==> config.mk <==
export PLATFORM = sky130hd
export DESIGN_NAME = dice_display_scan_ctrl_flat
export DESIGN_NICKNAME = d
export VERILOG_FILES = /design/src/rtl/dice_display_scan_ctrl_if.sv /design/src/rtl/dice_display_scan_ctrl.sv /design/src/flat_wrapper.sv
export SDC_FILE = /design/constraint.sdc
export NUM_CORES = 1
export LEC_CHECK = 0
export ABC_AREA = 1
export BUFFER_PORTS_ARGS = -buffer_cell sky130_fd_sc_hd__buf_2
export CAP_MARGIN = 20
export CORE_ASPECT_RATIO = 1.25
export CORE_UTILIZATION = 56
export DETAILED_ROUTE_END_ITERATION = 16
export HOLD_SLACK_MARGIN = 0.02
export PLACE_DENSITY = 0.79
export SLEW_MARGIN = 20
export SYNTH_ARGS = -nofsm -noshare
export SYNTH_HDL_FRONTEND = slang
export SYNTH_SLANG_ARGS = --single-unit
export TNS_END_PERCENT = 30
==> constraint.sdc <==
create_clock -name clk -period 2 [get_ports clk]
set_input_delay 0.2 -clock clk [delete_from_list [all_inputs] [get_ports clk]]
set_output_delay 0.2 -clock clk [all_outputs]
set_load 0.03 [all_outputs]
==> src/rtl/dice_display_scan_ctrl_if.sv <==
// -----------------------------------------------------------------------------
// dice_display_scan_ctrl_if
//   Bus between the dice roller core and the two-digit display scan controller.
//
//   Core -> controller (master drives, slave receives):
//      ena        design enable; low forces display dark and scan idle
//      digit1     ones digit value (0-9 shown, 10-15 blank)
//      digit10    tens digit value (0-9 shown, 10-15 blank)
//      blank_lz   1 = blank tens digit when it is zero
//      seg_pol    segment level that lights a segment
//      com_pol    common level that activates a digit
//   Controller -> pins/core:
//      seg        segment bus {dp,g,f,e,d,c,b,a}
//      com1       ones-digit common
//      com10      tens-digit common
//      com_oe     output enables for {com10,com1}
//      frame_tick one-cycle pulse on each entry to the ones-digit slot
// -----------------------------------------------------------------------------
interface dice_display_scan_ctrl_if;
   logic       ena;
   logic [3:0] digit1;
   logic [3:0] digit10;
   logic       blank_lz;
   logic       seg_pol;
   logic       com_pol;
   logic [7:0] seg;
   logic       com1;
   logic       com10;
   logic [1:0] com_oe;
   logic       frame_tick;

   modport master (
      output ena, digit1, digit10, blank_lz, seg_pol, com_pol,
      input  seg, com1, com10, com_oe, frame_tick
   );

   modport slave (
      input  ena, digit1, digit10, blank_lz, seg_pol, com_pol,
      output seg, com1, com10, com_oe, frame_tick
   );
endinterface

==> src/rtl/dice_display_scan_ctrl.sv <==
// -----------------------------------------------------------------------------
// dice_display_scan_ctrl
//   Time-multiplexes the two 7-segment digits of the dice roller over one
//   shared segment bus. A fixed four-phase scan (ON1, DEAD_A, ON10, DEAD_B)
//   lights the ones digit, blanks both commons, lights the tens digit, blanks
//   again. Dead phases stop ghosting between digits. Polarity of segments and
//   commons is selected at runtime and applied combinationally on the outputs.
//
//   Ports:
//      clk    system clock
//      rst_n  asynchronous active-low reset
//      bus    slave side of dice_display_scan_ctrl_if (digits, enables,
//             polarity selects in; segments, commons, enables, tick out)
//
//   Parameters:
//      SCAN_DIV     cycles each digit is lit per slot (>= 2)
//      DEAD_CYCLES  cycles with both commons inactive between slots (>= 1)
// -----------------------------------------------------------------------------
module dice_display_scan_ctrl #(
   parameter int unsigned SCAN_DIV    = 1024,
   parameter int unsigned DEAD_CYCLES = 16
) (
   input  logic                      clk,
   input  logic                      rst_n,
   dice_display_scan_ctrl_if.slave   bus
);

   localparam int unsigned MAX_LEN = (SCAN_DIV > DEAD_CYCLES) ? SCAN_DIV : DEAD_CYCLES;
   localparam int unsigned CW      = (MAX_LEN > 1) ? $clog2(MAX_LEN) : 1;

   localparam logic [CW-1:0] ON_LAST   = CW'(SCAN_DIV - 1);
   localparam logic [CW-1:0] DEAD_LAST = CW'(DEAD_CYCLES - 1);

   localparam logic [1:0] ST_ON1    = 2'd0;
   localparam logic [1:0] ST_DEAD_A = 2'd1;
   localparam logic [1:0] ST_ON10   = 2'd2;
   localparam logic [1:0] ST_DEAD_B = 2'd3;

   // Segment patterns, bit order {dp,g,f,e,d,c,b,a}; dp is never lit.
   function automatic logic [7:0] decode(input logic [3:0] d);
      logic [7:0] p;
      case (d)
         4'd0:    p = 8'b0011_1111;
         4'd1:    p = 8'b0000_0110;
         4'd2:    p = 8'b0101_1011;
         4'd3:    p = 8'b0100_1111;
         4'd4:    p = 8'b0110_0110;
         4'd5:    p = 8'b0110_1101;
         4'd6:    p = 8'b0111_1101;
         4'd7:    p = 8'b0000_0111;
         4'd8:    p = 8'b0111_1111;
         4'd9:    p = 8'b0110_1111;
         default: p = 8'b0000_0000;
      endcase
      return p;
   endfunction

   logic [1:0]    state_q, state_d;
   logic [CW-1:0] cnt_q,   cnt_d;
   logic [7:0]    lit_q,   lit_d;
   logic          act1_q,  act1_d;
   logic          act10_q, act10_d;
   logic [1:0]    oe_q,    oe_d;
   logic          tick_q,  tick_d;
   logic          phase_last;

   always_comb begin
      state_d    = state_q;
      cnt_d      = cnt_q + CW'(1);
      lit_d      = lit_q;
      act1_d     = act1_q;
      act10_d    = act10_q;
      tick_d     = 1'b0;
      // Enables come up on the first clock out of reset and stay up.
      oe_d       = 2'b11;
      phase_last = ((state_q == ST_ON1) || (state_q == ST_ON10)) ?
                   (cnt_q == ON_LAST) : (cnt_q == DEAD_LAST);

      // Disable takes priority over a phase end on the same edge.
      if (!bus.ena) begin
         state_d = ST_DEAD_B;
         cnt_d   = '0;
         lit_d   = '0;
         act1_d  = 1'b0;
         act10_d = 1'b0;
      end else if (phase_last) begin
         cnt_d = '0;
         case (state_q)
            ST_ON1: begin
               state_d = ST_DEAD_A;
               lit_d   = '0;
               act1_d  = 1'b0;
               act10_d = 1'b0;
            end
            ST_DEAD_A: begin
               state_d = ST_ON10;
               if (bus.blank_lz && (bus.digit10 == 4'd0)) begin
                  lit_d   = '0;
                  act10_d = 1'b0;
               end else begin
                  lit_d   = decode(bus.digit10);
                  act10_d = 1'b1;
               end
            end
            ST_ON10: begin
               state_d = ST_DEAD_B;
               lit_d   = '0;
               act1_d  = 1'b0;
               act10_d = 1'b0;
            end
            default: begin
               state_d = ST_ON1;
               lit_d   = decode(bus.digit1);
               act1_d  = 1'b1;
               tick_d  = 1'b1;
            end
         endcase
      end
   end

   always_ff @(posedge clk or negedge rst_n) begin
      if (!rst_n) begin
         state_q <= ST_DEAD_B;
         cnt_q   <= '0;
         lit_q   <= '0;
         act1_q  <= 1'b0;
         act10_q <= 1'b0;
         oe_q    <= 2'b00;
         tick_q  <= 1'b0;
      end else begin
         state_q <= state_d;
         cnt_q   <= cnt_d;
         lit_q   <= lit_d;
         act1_q  <= act1_d;
         act10_q <= act10_d;
         oe_q    <= oe_d;
         tick_q  <= tick_d;
      end
   end

   // Polarity is applied after the registers so a change shows immediately.
   assign bus.seg        = bus.seg_pol ? lit_q : ~lit_q;
   assign bus.com1       = act1_q  ? bus.com_pol : ~bus.com_pol;
   assign bus.com10      = act10_q ? bus.com_pol : ~bus.com_pol;
   assign bus.com_oe     = oe_q;
   assign bus.frame_tick = tick_q;

endmodule

==> src/flat_wrapper.sv <==
// flat-port wrapper written by rule: the top's interface ports become plain ports
module dice_display_scan_ctrl_flat 
#(
   parameter int unsigned SCAN_DIV    = 1024,
   parameter int unsigned DEAD_CYCLES = 16
)
  (clk, rst_n, bus_ena, bus_digit1, bus_digit10, bus_blank_lz, bus_seg_pol, bus_com_pol, bus_seg, bus_com1, bus_com10, bus_com_oe, bus_frame_tick);
  dice_display_scan_ctrl_if bus_i ();
  input  logic clk;
  input  logic rst_n;
  input wire logic [$bits(bus_i.ena)-1:0] bus_ena;
  input wire logic [$bits(bus_i.digit1)-1:0] bus_digit1;
  input wire logic [$bits(bus_i.digit10)-1:0] bus_digit10;
  input wire logic [$bits(bus_i.blank_lz)-1:0] bus_blank_lz;
  input wire logic [$bits(bus_i.seg_pol)-1:0] bus_seg_pol;
  input wire logic [$bits(bus_i.com_pol)-1:0] bus_com_pol;
  output wire logic [$bits(bus_i.seg)-1:0] bus_seg;
  output wire logic [$bits(bus_i.com1)-1:0] bus_com1;
  output wire logic [$bits(bus_i.com10)-1:0] bus_com10;
  output wire logic [$bits(bus_i.com_oe)-1:0] bus_com_oe;
  output wire logic [$bits(bus_i.frame_tick)-1:0] bus_frame_tick;
  assign bus_i.ena = bus_ena;
  assign bus_i.digit1 = bus_digit1;
  assign bus_i.digit10 = bus_digit10;
  assign bus_i.blank_lz = bus_blank_lz;
  assign bus_i.seg_pol = bus_seg_pol;
  assign bus_i.com_pol = bus_com_pol;
  assign bus_seg = bus_i.seg;
  assign bus_com1 = bus_i.com1;
  assign bus_com10 = bus_i.com10;
  assign bus_com_oe = bus_i.com_oe;
  assign bus_frame_tick = bus_i.frame_tick;
  dice_display_scan_ctrl #(.SCAN_DIV(SCAN_DIV), .DEAD_CYCLES(DEAD_CYCLES)) u_core (.clk(clk), .rst_n(rst_n), .bus(bus_i));
endmodule
==> metrics.csv, run 1 <==
metric;value;unit
clock_sinks;23;
clkSlewWorstSetupHoldPaths;0.12;ns
die-area;0.003255;mm^2
internal_power;628.3;uW
yosysUniqueCellTypes;28;
final_max_slew_viol_count;0;
final-setup-viol-count;0;
vias_per_cell;5.111;
drc;0;
clkPwrFrac;22.4;%
power.leakage;0.0009786;uW
mostFrequentLayoutCell;nand2_1;
ys_warn_count;0;
start_util;60.92;%
drv_cap;0;
swShare;31.33;%
synthesis.nets;257;
n_fill_cell;287;
yosysSeqAreaShare;34.07;%
vias;1472;
worst_ep_arrival_time;2.01;ns
clk_latency;0.30;ns
synth_cells;228;
first_global_vias;1424;
layout_worst_path_cycle_share;90.21;%
insertedDiodeCount;0;
fin_ws;0.1958;ns
worst_ep_required_time;2.21;ns
rsz0062_at_grt;no;
fin_tns_setup;0;ns
core-area;0.002785;mm^2
post_cts_buffers;0;
grt_start_max_net_pins;24;
numCtsBuffers;3;
status;complete, no violations;
gp_congestion;0.8337;
synth-seq-cells;23;
antenna_found_initial;0;
clockBufferDepth;2;
dr.first_iter.drc_count;43;
layout_common_cells;nand2_1 (51), nor2_1 (33), inv_1 (26), buf_2 (26), dfrtp_1 (21);
die_width;51.23;um
worst_setup_path_start_kind;flop;
switching_power;286.7;uW
ctsHtreeMaxLevel;1;
dr.pass1.iters;4;
cts_root_buf;clkbuf_4;
clock-skew-final;0.001873;ns
avgSynthCellArea;7.441;um^2
routedWlPerCell;11.45;um
power_density;491.1;mW/mm^2
num_rows;21;
crit_type;reg -> reg;
finalCriticalPeriod;1.804;ns
vdd_drop_max;0.3060;mV
place_ws;0.2217;ns
fin_nets;284;
drive_above_1_share;19.69;%
power_frac_comb;24.3;%
syn2layout_area_growth;9.808;%
seq_area;578.1;um^2
fmax;554.3;MHz
die_h;63.54;um
grt_usage;22.57;%
min_path_type;in -> reg;
hold_violations;0;
cts_tree;yes;
synth_area;0.001697;mm^2
synth_edf_count;0;
cp-end-kind;flop;
drt_wl_total;3297;um
seq_power_share;53.3;%
path_max_fanout;15;
io_pins;27;
overflow;0;
async_reset_ff_share;100.0;%
dp_hpwl;2652;um
grt_pass1_wl;5706;um
io_buffers;26;
multi_input_area;950.9;um^2
ant_nets;0;
synth_ff_type;dfrtp_1;
## per-stage QoR
step	hold WS [ns]	instances	area (um^2)	utilization, %	total power [uW]
final	0.2211	288	1863	66.89	914.9
after global routing	0.2259	288	1863	66.89	970.5
after CTS	0.2086	288	1863	66.89	926.8
after detailed placement	0.1910	283	1826	65.54	718.5
after global placement	0.1941	283	1826	65.54	715.0
after floorplan	-0.09559	228	1697	-	654.4
## cells in the mapped netlist, types with 3 or more instances
| master | number | area, um^2 |
|---|---|---|
| nand3_1 | 16 | 80.08 |
| xnor2_1 | 9 | 78.83 |
| buf_2 | 3 | 15.01 |
| inv_1 | 26 | 97.59 |
| nand2_1 | 51 | 191.4 |
| nor3_1 | 5 | 25.02 |
| inv_2 | 3 | 11.26 |
| nor2_1 | 33 | 123.9 |
| ha_1 | 15 | 187.7 |
| dfrtp_1 | 21 | 525.5 |
| o21ai_0 | 13 | 65.06 |
| nand4_1 | 4 | 25.02 |
| a21oi_1 | 5 | 25.02 |
## power groups by stage
stage / Clock, uW / Combinational [uW] / Sequential (uW)
3_5_place_dp: 0 / 222 / 497
4_1_cts: 215 / 224 / 488
5_1_grt: 230 / 251 / 490
3_3_place_gp: 0 / 219 / 496
6_report: 205 / 222 / 488
2_1_floorplan: 0 / 157 / 497
## registers in the layout, summed over array words and instances, names as in the netlist
name / flops
u_core.cnt_q: 10
u_core.state_q: 2
u_core.act1_q: 1
u_core.bus.com_oe: 1
u_core.lit_q: 7
u_core.act10_q: 1
u_core.bus.frame_tick: 1
## logic make-up after synthesis
| kind of cell | count (synthesis) | synth area share, % |
|---|---|---|
| and+or+nand+nor | 120 | 32.15 |
| buffers and inverters | 36 | 9.881 |
| AOI/OAI and AO/OA | 24 | 7.964 |
| DFF | 23 | 34.07 |
| adders and majority gates | 15 | 11.06 |
| xor gates and xnor gates | 9 | 4.646 |
| other | 1 | 0.2210 |
## metal layers
layer	global-route usage, %	routed length (um)
met2	45.07	1831
met3	1.449	96
met4	6.081	27
met1	24.32	1341
met5	0	0
## worst paths after layout
check,from,end,slack [ns],cells after the start
worst min register to register,u_core.cnt_q[0],u_core.cnt_q[0],0.49,1
worst min-delay path,bus_ena,u_core.cnt_q[6],0.22,3
min in group asynchronous,rst_n,u_core.cnt_q[5],0.37,2
worst max register to register,u_core.state_q[0],u_core.act10_q,0.20,12
worst max-delay path,u_core.state_q[0],u_core.act10_q,0.20,12
max in group asynchronous,rst_n,u_core.state_q[1],1.27,2
## layout make-up
type / instances / share of cell area (%)
timing repair buffer: 29 / 8.328
multi-input combinational: 169 / 51.04
inverter: 29 / 5.843
tap: 34 / 2.283
clock inverter: 1 / 0.2686
sequential: 23 / 31.03
clock buffer: 3 / 1.209
## timing repair
| item | 4_1_cts | 5_1_grt |
|---|---|---|
| hold endpoints to repair | 21 | 0 |
| resized for setup | 0 | 0 |
| hold buffers | 1 | 0 |
## critical path, stage by stage, from the launching register on
cell and delay, ns:
dfstp_2 0.57, inv_1 0.07, ha_1 0.21, inv_1 0.05, nand2_1 0.06, nor2_1 0.10, nand2_1 0.07, nand2_2 0.10
nand2_4 0.13, nand2_4 0.18, nand2_1 0.07, nand2_1 0.06, nand2_1 0.04
No activity file was read; power rests on OpenSTA's default activity.
==> run 2: changes to the inputs <==
- CORE_UTILIZATION: 56 -> 40
- PLACE_DENSITY: 0.79 -> not set
- RECOVER_POWER: not set -> 25
==> metrics.csv, run 2 (same netlist as run 1, synthesis figures left out) <==
metric;value;unit;change
dr.first_iter.drc_count;25;;-42%
reg2reg_slack;0.20;ns;about the same
dr.pass1.iters;4;;unchanged
clock_sinks;23;;unchanged
cts_tree;yes;;
cp-end-kind;flop;;
vias_per_cell;4.669;;-8.7%
crit_type;reg -> reg;;
path_cells;inv_1 -> ha_1 -> inv_1 -> nand2_1 -> nor2_1 -> nand2_1 -> nand2_2 -> nand2_4 -> nand2_4 -> nand2_1 -> nand2_1 -> nand2_1;;
numCtsBuffers;3;;unchanged
slowest_stage;dfstp_2;;
vdd_drop_max;0.2040;mV;-33%
die_h;74.82;um;+18%
die_width;60.25;um;+18%
crit_path_frequent_cell;nand2_1;;
vias;1452;;-1.4%
regMostFlops;u_core.cnt_q;;
path_delay_family;simple AND/OR/NAND/NOR gates;;
fin_nets;285;;+0.35%
fin_tns_setup;0;ns;unchanged
worst_ep_required_time;2.17;ns;-0.04 ns
first_global_vias;1404;;-1.4%
core-area;0.004066;mm^2;+46%
clkSlewWorstSetupHoldPaths;0.08;ns;-0.04 ns
insertedDiodeCount;0;;unchanged
clock-skew-final;0.004493;ns;+0.002620 ns
final-setup-viol-count;0;;unchanged
drive_above_1_share;19.22;%;-0.47 points
seq_area;578.1;um^2;unchanged
postPlaceCellArea;0.001861;mm^2;+1.9%
routedWlPerCell;10.92;um;-4.6%
grt_start_max_net_pins;24;;unchanged
worst_setup_path_start_kind;flop;;
drv_cap;0;;unchanged
finalCriticalPeriod;1.804;ns;+0.00003300 ns
drc;0;;unchanged
min_path_type;in -> reg;;
num_rows;26;;+24%
final_max_slew_viol_count;0;;unchanged
largest_reg_flops;10;;unchanged
power_density;522.8;mW/mm^2;+6.5%
n_fill_cell;429;;+49%
layout_common_cells;nand2_1 (51), nor2_1 (33), inv_1 (26);;
cts_root_buf;clkbuf_8;;
mostFrequentLayoutCell;nand2_1;;
syn2layout_area_growth;12.83;%;
layout_worst_path_cycle_share;90.21;%;about the same
io_buffers;26;;unchanged
rsz0062_at_grt;no;;
grt_usage;17.67;%;-4.9 points
start_util;41.72;%;-19 points
relSlewSlack;19.30;%;
reg_top3;u_core.cnt_q: 10 flops, u_core.lit_q: 7 flops, u_core.state_q: 2 flops;;
grt_pass1_wl;5899;um;+3.4%
die-area;0.004508;mm^2;+38%
fmax;554.3;MHz;about the same
worstMarginPinSlew;1.210;ns;
path_buf_inv;2;;unchanged
gp_congestion;0.8211;;-1.5%
status;complete, no violations;;
hold_violations;0;;unchanged
ctsHtreeMaxLevel;1;;unchanged
power.leakage;0.0009864;uW;+0.79%
p_total;1001;uW;+9.4%
ant_nets;0;;unchanged
multi_input_area;950.9;um^2;unchanged
clk_latency;0.27;ns;-0.03 ns
io_pins;27;;unchanged
path_max_fanout;15;;unchanged
worst_ep_arrival_time;1.97;ns;-0.04 ns
dp_hpwl;2679;um;+1.0%
clockBufferDepth;2;;unchanged
overflow;0;;unchanged
final_area;0.001914;mm^2;+2.8%
max_stage_delay;0.55;ns;-0.02 ns
drt_wl_total;3397;um;+3.0%
antenna_found_initial;0;;unchanged
run 2: report_power, final:
group | switching, uW | internal [uW] | total (uW)
Combinational | 148 | 73.9 | 221
Clock | 152 | 139 | 292
Sequential | 8.75 | 479 | 488
Total | 309 | 692 | 1000
run 2: final timing paths:
path,startpoint,end,cells past startpoint
min in group asynchronous,rst_n,u_core.cnt_q[8],2
hold reg to reg,u_core.cnt_q[0],u_core.cnt_q[0],1
max in group asynchronous,rst_n,u_core.lit_q[3],2
hold / removal,bus_ena,u_core.cnt_q[6],3
setup reg to reg,u_core.state_q[0],u_core.act10_q,12
setup / recovery,u_core.state_q[0],u_core.act10_q,12
run 2: per-stage QoR:
stage | std cells | util (%) | setup slack (ns) | hold slack (ns)
2_1_floorplan | 228 | - | 0.3909 | -0.09559
3_3_place_gp | 306 | 45.75 | 0.2646 | 0.2051
3_5_place_dp | 306 | 45.75 | 0.2121 | 0.2008
4_1_cts | 311 | 47.14 | 0.1905 | 0.2592
5_1_grt | 311 | 47.08 | 0.01035 | 0.3077
6_report | 311 | 47.08 | 0.1958 | 0.2593
run 2: area by class of cell:
cell class / count / area share (%)
multi-input combinational: 169 / 49.67
sequential: 23 / 30.20
timing repair buffer: 30 / 8.366
inverter: 29 / 5.686
tap: 56 / 3.660
clock buffer: 3 / 2.157
clock inverter: 1 / 0.2614
run 2: worst min-delay path, stage by stage:
cell,delay (ns)
buf_2,0.09
inv_1,0.08
nor2_1,0.12
run 2: routing by layer:
layer  up-vias  global-route usage [%]  wire length (um)
met2        25                   31.62              1709
met4         0                   9.302                78
met1       653                   20.43              1548
met3         7                   1.718                61
met5         -                       0                 0
li1        767                       -                 -
run 2: repair_timing:
action | 4_1_cts | 5_1_grt
resized for setup | 0 | 0
hold buffers | 1 | 0
buffers inserted | 0 | 0
hold endpoints to repair | 21 | 0
